[src/rtl/rv_pipe_pkg.sv]
// Shared constants and PC-select encoding for the RISC-V pipeline stages.
// The fetch stage, its interface and the bench all pull XLEN and the reset defaults from here.
package rv_pipe_pkg;

    localparam int XLEN = 32;

    localparam logic [XLEN-1:0] RV_NOP      = 32'h0000_0013;
    localparam logic [XLEN-1:0] RV_RESET_PC = 32'h0000_0000;

    typedef enum logic [1:0] {
        PCSEL_SEQ,
        PCSEL_HOLD,
        PCSEL_TARGET
    } pc_sel_e;

    // Fetch addresses are always word aligned; the low bits of a target are dropped.
    function automatic logic [XLEN-1:0] alignPc(input logic [XLEN-1:0] addr);
        return {addr[XLEN-1:2], 2'b00};
    endfunction

endpackage

[src/rtl/fetch_stage_if.sv]
// Bundle between the fetch stage and its neighbours (hazard unit, execute, imem, decode).
// The slave side is the fetch stage; the master side is whoever drives hazards and redirects.
interface fetch_stage_if
    import rv_pipe_pkg::*;
#(
    parameter int CNT_W = 16
);
    logic            stallF;
    logic            stallD;
    logic            flushD;
    logic            pc_src_E;
    logic [XLEN-1:0] pc_target_E;
    logic [XLEN-1:0] instr_F;
    logic [XLEN-1:0] pc_F;
    logic [XLEN-1:0] instr_D;
    logic [XLEN-1:0] pc_D;
    logic [XLEN-1:0] pc_plus4_D;
    logic            valid_D;
    logic            misalign_D;
    logic [CNT_W-1:0] stall_cnt;
    logic [CNT_W-1:0] flush_cnt;

    modport slave (
        input  stallF, stallD, flushD, pc_src_E, pc_target_E, instr_F,
        output pc_F, instr_D, pc_D, pc_plus4_D, valid_D, misalign_D, stall_cnt, flush_cnt
    );

    modport master (
        output stallF, stallD, flushD, pc_src_E, pc_target_E, instr_F,
        input  pc_F, instr_D, pc_D, pc_plus4_D, valid_D, misalign_D, stall_cnt, flush_cnt
    );
endinterface

[src/rtl/sat_counter.sv]
// Event counter that sticks at all-ones instead of wrapping, for debug visibility.
module sat_counter #(
    parameter int W = 16
) (
    input  logic         clk,
    input  logic         rst,
    input  logic         inc,
    output logic [W-1:0] cnt
);

    always_ff @(posedge clk or posedge rst) begin
        if (rst) begin
            cnt <= '0;
        end else if (inc && (cnt != '1)) begin
            cnt <= cnt + 1'b1;
        end
    end

endmodule

[src/rtl/fetch_stage.sv]
// Fetch stage: PC register, PC+4, redirect/hold select and the IF/ID pipeline register.
// Every output is a flop, so nothing combinational reaches decode or imem from the inputs.
module fetch_stage
    import rv_pipe_pkg::*;
#(
    parameter logic [XLEN-1:0] RESET_PC  = RV_RESET_PC,
    parameter logic [XLEN-1:0] NOP_INSTR = RV_NOP,
    parameter int              CNT_W     = 16
) (
    input  logic          clk,
    input  logic          rst,
    fetch_stage_if.slave  bus
);

    pc_sel_e         w_pcSel;
    logic [XLEN-1:0] w_pcNext;
    logic [XLEN-1:0] w_pcPlus4F;
    logic            w_misalignNext;
    logic [XLEN-1:0] r_pcF;
    logic            r_misalignF;
    logic [XLEN-1:0] r_instrD;
    logic [XLEN-1:0] r_pcD;
    logic [XLEN-1:0] r_pcPlus4D;
    logic            r_validD;
    logic            r_misalignD;

    assign w_pcPlus4F = r_pcF + 32'd4;

    // Redirect beats stallF: the instruction causing the stall is being squashed anyway.
    always_comb begin
        w_pcSel        = PCSEL_SEQ;
        w_pcNext       = w_pcPlus4F;
        w_misalignNext = 1'b0;
        if (bus.pc_src_E) begin
            w_pcSel = PCSEL_TARGET;
        end else if (bus.stallF) begin
            w_pcSel = PCSEL_HOLD;
        end
        case (w_pcSel)
            PCSEL_TARGET: begin
                w_pcNext       = alignPc(bus.pc_target_E);
                w_misalignNext = (bus.pc_target_E[1:0] != 2'b00);
            end
            PCSEL_HOLD: begin
                w_pcNext       = r_pcF;
                w_misalignNext = r_misalignF;
            end
            default: begin
                w_pcNext       = w_pcPlus4F;
                w_misalignNext = 1'b0;
            end
        endcase
    end

    always_ff @(posedge clk or posedge rst) begin
        if (rst) begin
            r_pcF       <= RESET_PC;
            r_misalignF <= 1'b0;
        end else begin
            r_pcF       <= w_pcNext;
            r_misalignF <= w_misalignNext;
        end
    end

    // Flush wins over stallD so a squashed slot never lingers in decode.
    always_ff @(posedge clk or posedge rst) begin
        if (rst) begin
            r_instrD    <= NOP_INSTR;
            r_pcD       <= '0;
            r_pcPlus4D  <= '0;
            r_validD    <= 1'b0;
            r_misalignD <= 1'b0;
        end else if (bus.flushD) begin
            r_instrD    <= NOP_INSTR;
            r_pcD       <= '0;
            r_pcPlus4D  <= '0;
            r_validD    <= 1'b0;
            r_misalignD <= 1'b0;
        end else if (!bus.stallD) begin
            r_instrD    <= bus.instr_F;
            r_pcD       <= r_pcF;
            r_pcPlus4D  <= w_pcPlus4F;
            r_validD    <= 1'b1;
            r_misalignD <= r_misalignF;
        end
    end

    assign bus.pc_F       = r_pcF;
    assign bus.instr_D    = r_instrD;
    assign bus.pc_D       = r_pcD;
    assign bus.pc_plus4_D = r_pcPlus4D;
    assign bus.valid_D    = r_validD;
    assign bus.misalign_D = r_misalignD;

    sat_counter #(.W(CNT_W)) u_stallCnt (
        .clk (clk),
        .rst (rst),
        .inc (bus.stallF),
        .cnt (bus.stall_cnt)
    );

    sat_counter #(.W(CNT_W)) u_flushCnt (
        .clk (clk),
        .rst (rst),
        .inc (bus.flushD),
        .cnt (bus.flush_cnt)
    );

endmodule

[src/flat_wrapper.sv]
// flat-port wrapper written by rule: the top's interface ports become plain ports
module fetch_stage_flat import rv_pipe_pkg::*;
#(
    parameter logic [XLEN-1:0] RESET_PC  = RV_RESET_PC,
    parameter logic [XLEN-1:0] NOP_INSTR = RV_NOP,
    parameter int              CNT_W     = 16
)
  (clk, rst, bus_stallF, bus_stallD, bus_flushD, bus_pc_src_E, bus_pc_target_E, bus_instr_F, bus_pc_F, bus_instr_D, bus_pc_D, bus_pc_plus4_D, bus_valid_D, bus_misalign_D, bus_stall_cnt, bus_flush_cnt);
  fetch_stage_if #(.CNT_W(CNT_W)) bus_i ();
  input  logic clk;
  input  logic rst;
  input wire logic [$bits(bus_i.stallF)-1:0] bus_stallF;
  input wire logic [$bits(bus_i.stallD)-1:0] bus_stallD;
  input wire logic [$bits(bus_i.flushD)-1:0] bus_flushD;
  input wire logic [$bits(bus_i.pc_src_E)-1:0] bus_pc_src_E;
  input wire logic [$bits(bus_i.pc_target_E)-1:0] bus_pc_target_E;
  input wire logic [$bits(bus_i.instr_F)-1:0] bus_instr_F;
  output wire logic [$bits(bus_i.pc_F)-1:0] bus_pc_F;
  output wire logic [$bits(bus_i.instr_D)-1:0] bus_instr_D;
  output wire logic [$bits(bus_i.pc_D)-1:0] bus_pc_D;
  output wire logic [$bits(bus_i.pc_plus4_D)-1:0] bus_pc_plus4_D;
  output wire logic [$bits(bus_i.valid_D)-1:0] bus_valid_D;
  output wire logic [$bits(bus_i.misalign_D)-1:0] bus_misalign_D;
  output wire logic [$bits(bus_i.stall_cnt)-1:0] bus_stall_cnt;
  output wire logic [$bits(bus_i.flush_cnt)-1:0] bus_flush_cnt;
  assign bus_i.stallF = bus_stallF;
  assign bus_i.stallD = bus_stallD;
  assign bus_i.flushD = bus_flushD;
  assign bus_i.pc_src_E = bus_pc_src_E;
  assign bus_i.pc_target_E = bus_pc_target_E;
  assign bus_i.instr_F = bus_instr_F;
  assign bus_pc_F = bus_i.pc_F;
  assign bus_instr_D = bus_i.instr_D;
  assign bus_pc_D = bus_i.pc_D;
  assign bus_pc_plus4_D = bus_i.pc_plus4_D;
  assign bus_valid_D = bus_i.valid_D;
  assign bus_misalign_D = bus_i.misalign_D;
  assign bus_stall_cnt = bus_i.stall_cnt;
  assign bus_flush_cnt = bus_i.flush_cnt;
  fetch_stage #(.RESET_PC(RESET_PC), .NOP_INSTR(NOP_INSTR), .CNT_W(CNT_W)) u_core (.clk(clk), .rst(rst), .bus(bus_i));
endmodule
[config.mk]
export PLATFORM = sky130hd
export DESIGN_NAME = fetch_stage_flat
export DESIGN_NICKNAME = d
export VERILOG_FILES = /design/src/rtl/rv_pipe_pkg.sv /design/src/rtl/fetch_stage_if.sv /design/src/rtl/sat_counter.sv /design/src/rtl/fetch_stage.sv /design/src/flat_wrapper.sv
export SDC_FILE = /design/constraint.sdc
export NUM_CORES = 1
export LEC_CHECK = 0
export CORE_MARGIN = 8
export CORE_UTILIZATION = 53
export CTS_BUF_LIST = sky130_fd_sc_hd__clkbuf_8
export CTS_CLUSTER_DIAMETER = 100
export DETAILED_ROUTE_END_ITERATION = 16
export HOLD_SLACK_MARGIN = 0.05
export PLACE_DENSITY = 0.89
export SYNTH_ARGS = -nofsm -noshare
export SYNTH_HDL_FRONTEND = slang
export SYNTH_SLANG_ARGS = --single-unit
[constraint.sdc]
create_clock -name clk -period 15.1 [get_ports clk]
set_clock_uncertainty 0.2 [all_clocks]
set_input_delay 3.02 -clock clk [delete_from_list [all_inputs] [get_ports clk]]
set_output_delay 3.02 -clock clk [all_outputs]
set_load 0.1 [all_outputs]
# [Yosys cells after proc, flatten, opt, wreduce, memory -nomap -nowiden]
# Index checks and enable logic that the tools add are counted.
# Widths: inputs -> output; s select.
[classes] reduce_logical=3 add_sub_neg=3 n_eq_ne=5 muxes=14
[ops] cell="$mux 32" n=6
[ops] cell="$pmux 32 s2" n=1
[ops] cell="$add 16x1->16 const B" n=2
[ops] cell="$add 32x3->32 const B" n=1
[ops] cell="$ne 16x16->1 const B" n=2
[ops] cell="$mux 1" n=5
[ops] cell="$eq 2x1->1 const B" n=1
[ops] cell="$eq 2x2->1 const B" n=1
[ops] cell="$logic_and 1x1->1" n=2
[ops] cell="$mux 2" n=1
[ops] cell="$ne 2x1->1 const B" n=1
[ops] cell="$pmux 1 s2" n=1
[ops] cell="$reduce_bool 2->1" n=1
[totals] register_bits=163 in_bits=70

# [Logic depth before layout (Yosys ltp)]
[logic_depth] word_depth=4 mapped_depth=7 mapped_depth_nobuf=6

# [Cells and area by module]
# From an unflattened synthesis, not the netlist that was laid out.
[unflattened] cells_unflattened=769 area_unflattened_um2=7771.2
[modules_own_cells] mod="fetch_stage" seq_area_each_um2=3156.8 n_inst=1 area_per_inst_um2=6159.7 cells_per_inst=627
[modules_own_cells] mod="sat_counter" seq_area_each_um2=400.4 n_inst=2 area_per_inst_um2=805.8 cells_per_inst=71

# [Least setup slack after synthesis]
# Ideal clock, no wire load.
[synth_timing] path_kind="register -> output" start="register, netlist name u_core.bus.pc_plus4_D[1]" end="output port bus_pc_D[1]" required_time_ns=11.880 n_path_buf=1 stages_incl_launch_ff=2 slack_ns=10.507 arrival_ns=1.373 cell_sequence="dfrtp_1 -> buf_4"
[synth_lines] item="end, declared" line_no="flat_wrapper.sv:20" text="output wire logic [$bits(bus_i.pc_D)-1:0] bus_pc_D;"

# [Final worst setup path]
[layout_timing] start="register u_core.r_pcF[16], in the netlist u_core.bus.pc_F[16]" end="output port bus_pc_F[16]"
[layout_lines] item="start, declared" line_no="fetch_stage.sv:19" text="logic [XLEN-1:0] r_pcF;"
[layout_lines] item="start signal, assigned" line_no="fetch_stage.sv:60" text="r_pcF <= w_pcNext;"
[layout_lines] item="end, declared" line_no="flat_wrapper.sv:18" text="output wire logic [$bits(bus_i.pc_F)-1:0] bus_pc_F;"
# No word-level cell between the ends.

==> impl_metrics.env <==
export IMPL_run_status="complete, no violations"
export IMPL_cts_reportedPaths_clkPinSlew_ns=0.08
export IMPL_worst_setup_path_end_kind="output pin"
export IMPL_critical_path_startpoint_type="flip-flop"
export IMPL_cts_sink_count=158
export IMPL_crit_fanout=11
export IMPL_number_of_antenna_violations_at_the_first_check_in_global_routing=0
export IMPL_power_per_cell_area_nw_per_um2=133
export IMPL_synth_seq_cells=158
export IMPL_synth_largest_type_area_fraction_pct=50.0
export IMPL_ys_types=48
export IMPL_peakVddDrop_uv=157
export IMPL_synth_edf_count=0
export IMPL_final_net_count=1021
export IMPL_timing_worst_setup_path_type="reg -> out"
export IMPL_class_of_the_most_critical_hold_timing_path="reg -> reg"
export IMPL_ios=232
export IMPL_worstPathCellList="clkdlybuf4s50_1"
export IMPL_drt_wirelength_per_cell_microns=19.0
export IMPL_synthesis_area_per_instance_sq_um=10.3
export IMPL_dieHeight_microns=137
export IMPL_drt_pass1_iterations=5
export IMPL_placement_rows=44
export IMPL_seq_area_frac_synth_pct=51.0
export IMPL_post_synth_instance_area_sq_um=7760
export IMPL_number_of_global_route_vias_before_repair=6081
export IMPL_gpl_final_weighted_congestion=0.914
export IMPL_postRouteWirelength_mm=21.7
export IMPL_total_number_of_vias=6332
export IMPL_ys_top_cells_by_area="dfrtp_1 50%, mux2i_1 8.8%, xnor2_1 5.6%, nor2_1 4.7%, xor2_1 3.2%"
export IMPL_synth_cells_most_frequent="155 x dfrtp_1, 97 x nor2_1, 68 x mux2i_1, 61 x nand2_1, 50 x xnor2_1"
export IMPL_crit_cells=1
export IMPL_critical_path_slowest_cell="clkdlybuf4s50_1"
export IMPL_grt_setup_unrepaired="false"
export IMPL_n_antenna_cell=0
export IMPL_layout_drive_gt1_share_pct=6.47
export IMPL_final_antenna_net_count=0
export IMPL_die_width_microns=137
export IMPL_setup_tns_ns=0
export IMPL_fin_util_pct=72.1
export IMPL_globalRouteMet3Util_pct=7.09
export IMPL_relSlewSlack_pct=28.6
export IMPL_grt_remaining_overflow=0
export IMPL_numPlacedInstances=1113
export IMPL_detail_route_iter0_violations=388
export IMPL_cts_repair_resized=0
export IMPL_setup_reg_to_reg_worst_slack_ns=12.67
export IMPL_start_util_pct=53.8
export IMPL_ctsRootBufferMaster="clkbuf_8"
export IMPL_tritoncts_num_buffers=17
export IMPL_hold_buffers=0
export IMPL_regToRegStartpoint="u_core.bus.pc_F[2]"
export IMPL_area_growth_syn_to_layout_pct=34.1
export IMPL_cell_family_with_most_cp_delay="buffers and inverters"
export IMPL_worst_endpoint_required_ns=11.88
export IMPL_busiest_layer="met2"
export IMPL_clock_buffer_depth=2
export IMPL_async_flop_share_pct=100
export IMPL_crit_path_max_incr_delay_ns=1.23
export IMPL_insertion_delay_ns=0.45
export IMPL_drt_vias_per_instance=5.54
export IMPL_grtUsageTotal_pct=23.0
export IMPL_fmax_ghz=0.181
export IMPL_yosysWarnings=0
export IMPL_min_period_over_period_pct=36.6
export IMPL_grt_first_pass_wirelength_mm=33.4
export IMPL_grt_met2_usage_pct=36.3
export IMPL_synth_top_flop_cell="dfrtp_1"
export IMPL_tritoncts_clock_tree="built"
export IMPL_worstRegToRegCells=6
export IMPL_dpl_hpwl_mm=15.6
export IMPL_max_cap_violations=0
export IMPL_number_of_input_and_output_port_buffers_inserted=229
export IMPL_power_static_leakage_nw=4.48
export IMPL_floorplan_die_area_sq_um=18800
export IMPL_post_synth_top_count_cell="dfrtp_1"
export IMPL_pin_count_of_the_biggest_net_entering_global_routing=90
export IMPL_post_route_minimum_period_ns=5.53
export IMPL_worst_setup_path_startpoint="u_core.bus.pc_F[16]"
export IMPL_cts_htree_levels=4
export IMPL_cts_repair_timing_setup_buffer_count=0
export IMPL_floorplan_core_area_sq_um=14400
export IMPL_arrival_ns=2.31
export IMPL_drc_errors=0
export IMPL_use_met1_pct=29.6
export IMPL_number_of_setup_violations_in_the_final_report=0
export IMPL_crit_end="bus_pc_F[16]"
export IMPL_fillers=1056
export IMPL_postSynthCellCount=755
export IMPL_slew_worst_pin_ns=1.07
export IMPL_synth_largest_area_cell="dfrtp_1"
export IMPL_final_instance_count_excl_fillers=1143
export IMPL_cp_buffers_inverters=1
export IMPL_r2r_end="u_core.bus.pc_F[22]"
export IMPL_finalHoldViolCount=0
export IMPL_finalMaxSlewViolations=0
[routing by layer]
| layer | up-vias | share of wire, % |
|---|---|---|
| met5 | - | 0 |
| met4 | 0 | 1.8 |
| met3 | 28 | 9.5 |
| met2 | 271 | 46 |
| met1 | 3086 | 42 |
| li1 | 2947 | - |
[layout make-up]
| class | instances | area (sq um) | area share (%) |
|---|---|---|---|
| Tap cell | 184 | 230 | 2.21 |
| Inverter | 16 | 65.1 | 0.625 |
| Multi-Input combinational cell | 522 | 3450 | 33.1 |
| Clock inverter | 13 | 153 | 1.47 |
| Sequential cell | 158 | 3960 | 38.0 |
| Timing Repair Buffer | 233 | 2320 | 22.3 |
| Clock buffer | 17 | 234 | 2.25 |
[worst min path at each step]
| stage | startpoint | to | slack, ns | cells past startpoint |
|---|---|---|---|---|
| 2_1_floorplan | u_core.r_misalignF | u_core.bus.misalign_D | 0.29 | 2 |
| 3_3_place_gp | u_core.u_flushCnt.cnt[7] | u_core.u_flushCnt.cnt[7] | 0.28 | 1 |
| 3_5_place_dp | u_core.u_stallCnt.cnt[13] | u_core.u_stallCnt.cnt[13] | 0.29 | 1 |
| 4_1_cts | u_core.u_flushCnt.cnt[12] | u_core.u_flushCnt.cnt[12] | 0.30 | 1 |
| 5_1_grt | u_core.u_flushCnt.cnt[12] | u_core.u_flushCnt.cnt[12] | 0.32 | 1 |
| 6_report | u_core.u_stallCnt.cnt[13] | u_core.u_stallCnt.cnt[13] | 0.30 | 1 |
[power by group]
| group | switching (mW) | internal, mW | leakage [nW] | total, mW |
|---|---|---|---|---|
| registers | 0.0566 | 0.466 | 2.05 | 0.522 |
| logic | 0.414 | 0.136 | 2.24 | 0.549 |
| clock network | 0.154 | 0.160 | 0.196 | 0.314 |
| total | 0.625 | 0.761 | 4.48 | 1.39 |
[per-stage QoR]
| step | setup WS, ns | total power, mW | hold slack (ns) | cell area (sq um) |
|---|---|---|---|---|
| 6_report | 9.57 | 1.39 | 0.301 | 10400 |
| 4_1_cts | 9.55 | 1.39 | 0.302 | 10400 |
| 3_5_place_dp | 9.83 | 1.08 | 0.286 | 10000 |
| 3_3_place_gp | 9.86 | 1.07 | 0.279 | 10000 |
| 2_1_floorplan | 7.62 | 0.938 | 0.287 | 7760 |
| 5_1_grt | 9.52 | 1.44 | 0.321 | 10400 |
[state kept, by name, indices dropped and copies added (netlist names)]
register and flops:
u_core.u_stallCnt.cnt 16, u_core.bus.pc_F 30, u_core.u_flushCnt.cnt 16, u_core.bus.valid_D 1, u_core.bus.instr_D 32, u_core.bus.pc_D 30
u_core.bus.pc_plus4_D 31, u_core.r_misalignF 1, u_core.bus.misalign_D 1
[placed cells by master, fill, tap and decap left out, types with 2 or more instances in the layout]
master and n:
dfstp_2 3, and4_1 7, o21ai_1 12, inv_1 17, clkbuf_8 17, mux2i_1 68, ha_1 3, nand4_1 26
nand4_4 2, mux2_2 7, nor4_1 4, a211o_1 3, buf_4 5, nand3_1 29, clkinv_4 2, xor2_1 28
clkinv_2 3, o21a_1 13, a31oi_1 3, nor4_2 2, nor4_4 3, nor2_1 97, xnor2_1 50, a21oi_1 26
bufinv_16 3, clkdlybuf4s50_1 226, and2_1 4, clkinvlp_4 3, conb_1 2, nor3_1 15, dfrtp_1 155, a41oi_1 2
nor2b_1 11, o21ai_0 19, nor3_2 3, nand2_1 61, and3_1 10
[cell families after synthesis]
| family | count (synthesis) | synth area share (%) |
|---|---|---|
| multiplexers | 75 | 9.79 |
| AND/OR/NAND/NOR | 281 | 18.6 |
| other | 1 | 0.0483 |
| XOR/XNOR | 78 | 8.81 |
| adder cells (fa/ha/maj) | 3 | 0.484 |
| flip-flops | 158 | 51.0 |
| AO/OA/AOI/OAI | 83 | 6.66 |
| buffers and inverters | 76 | 4.58 |
Note: power is estimated with default switching activity, not from simulation.
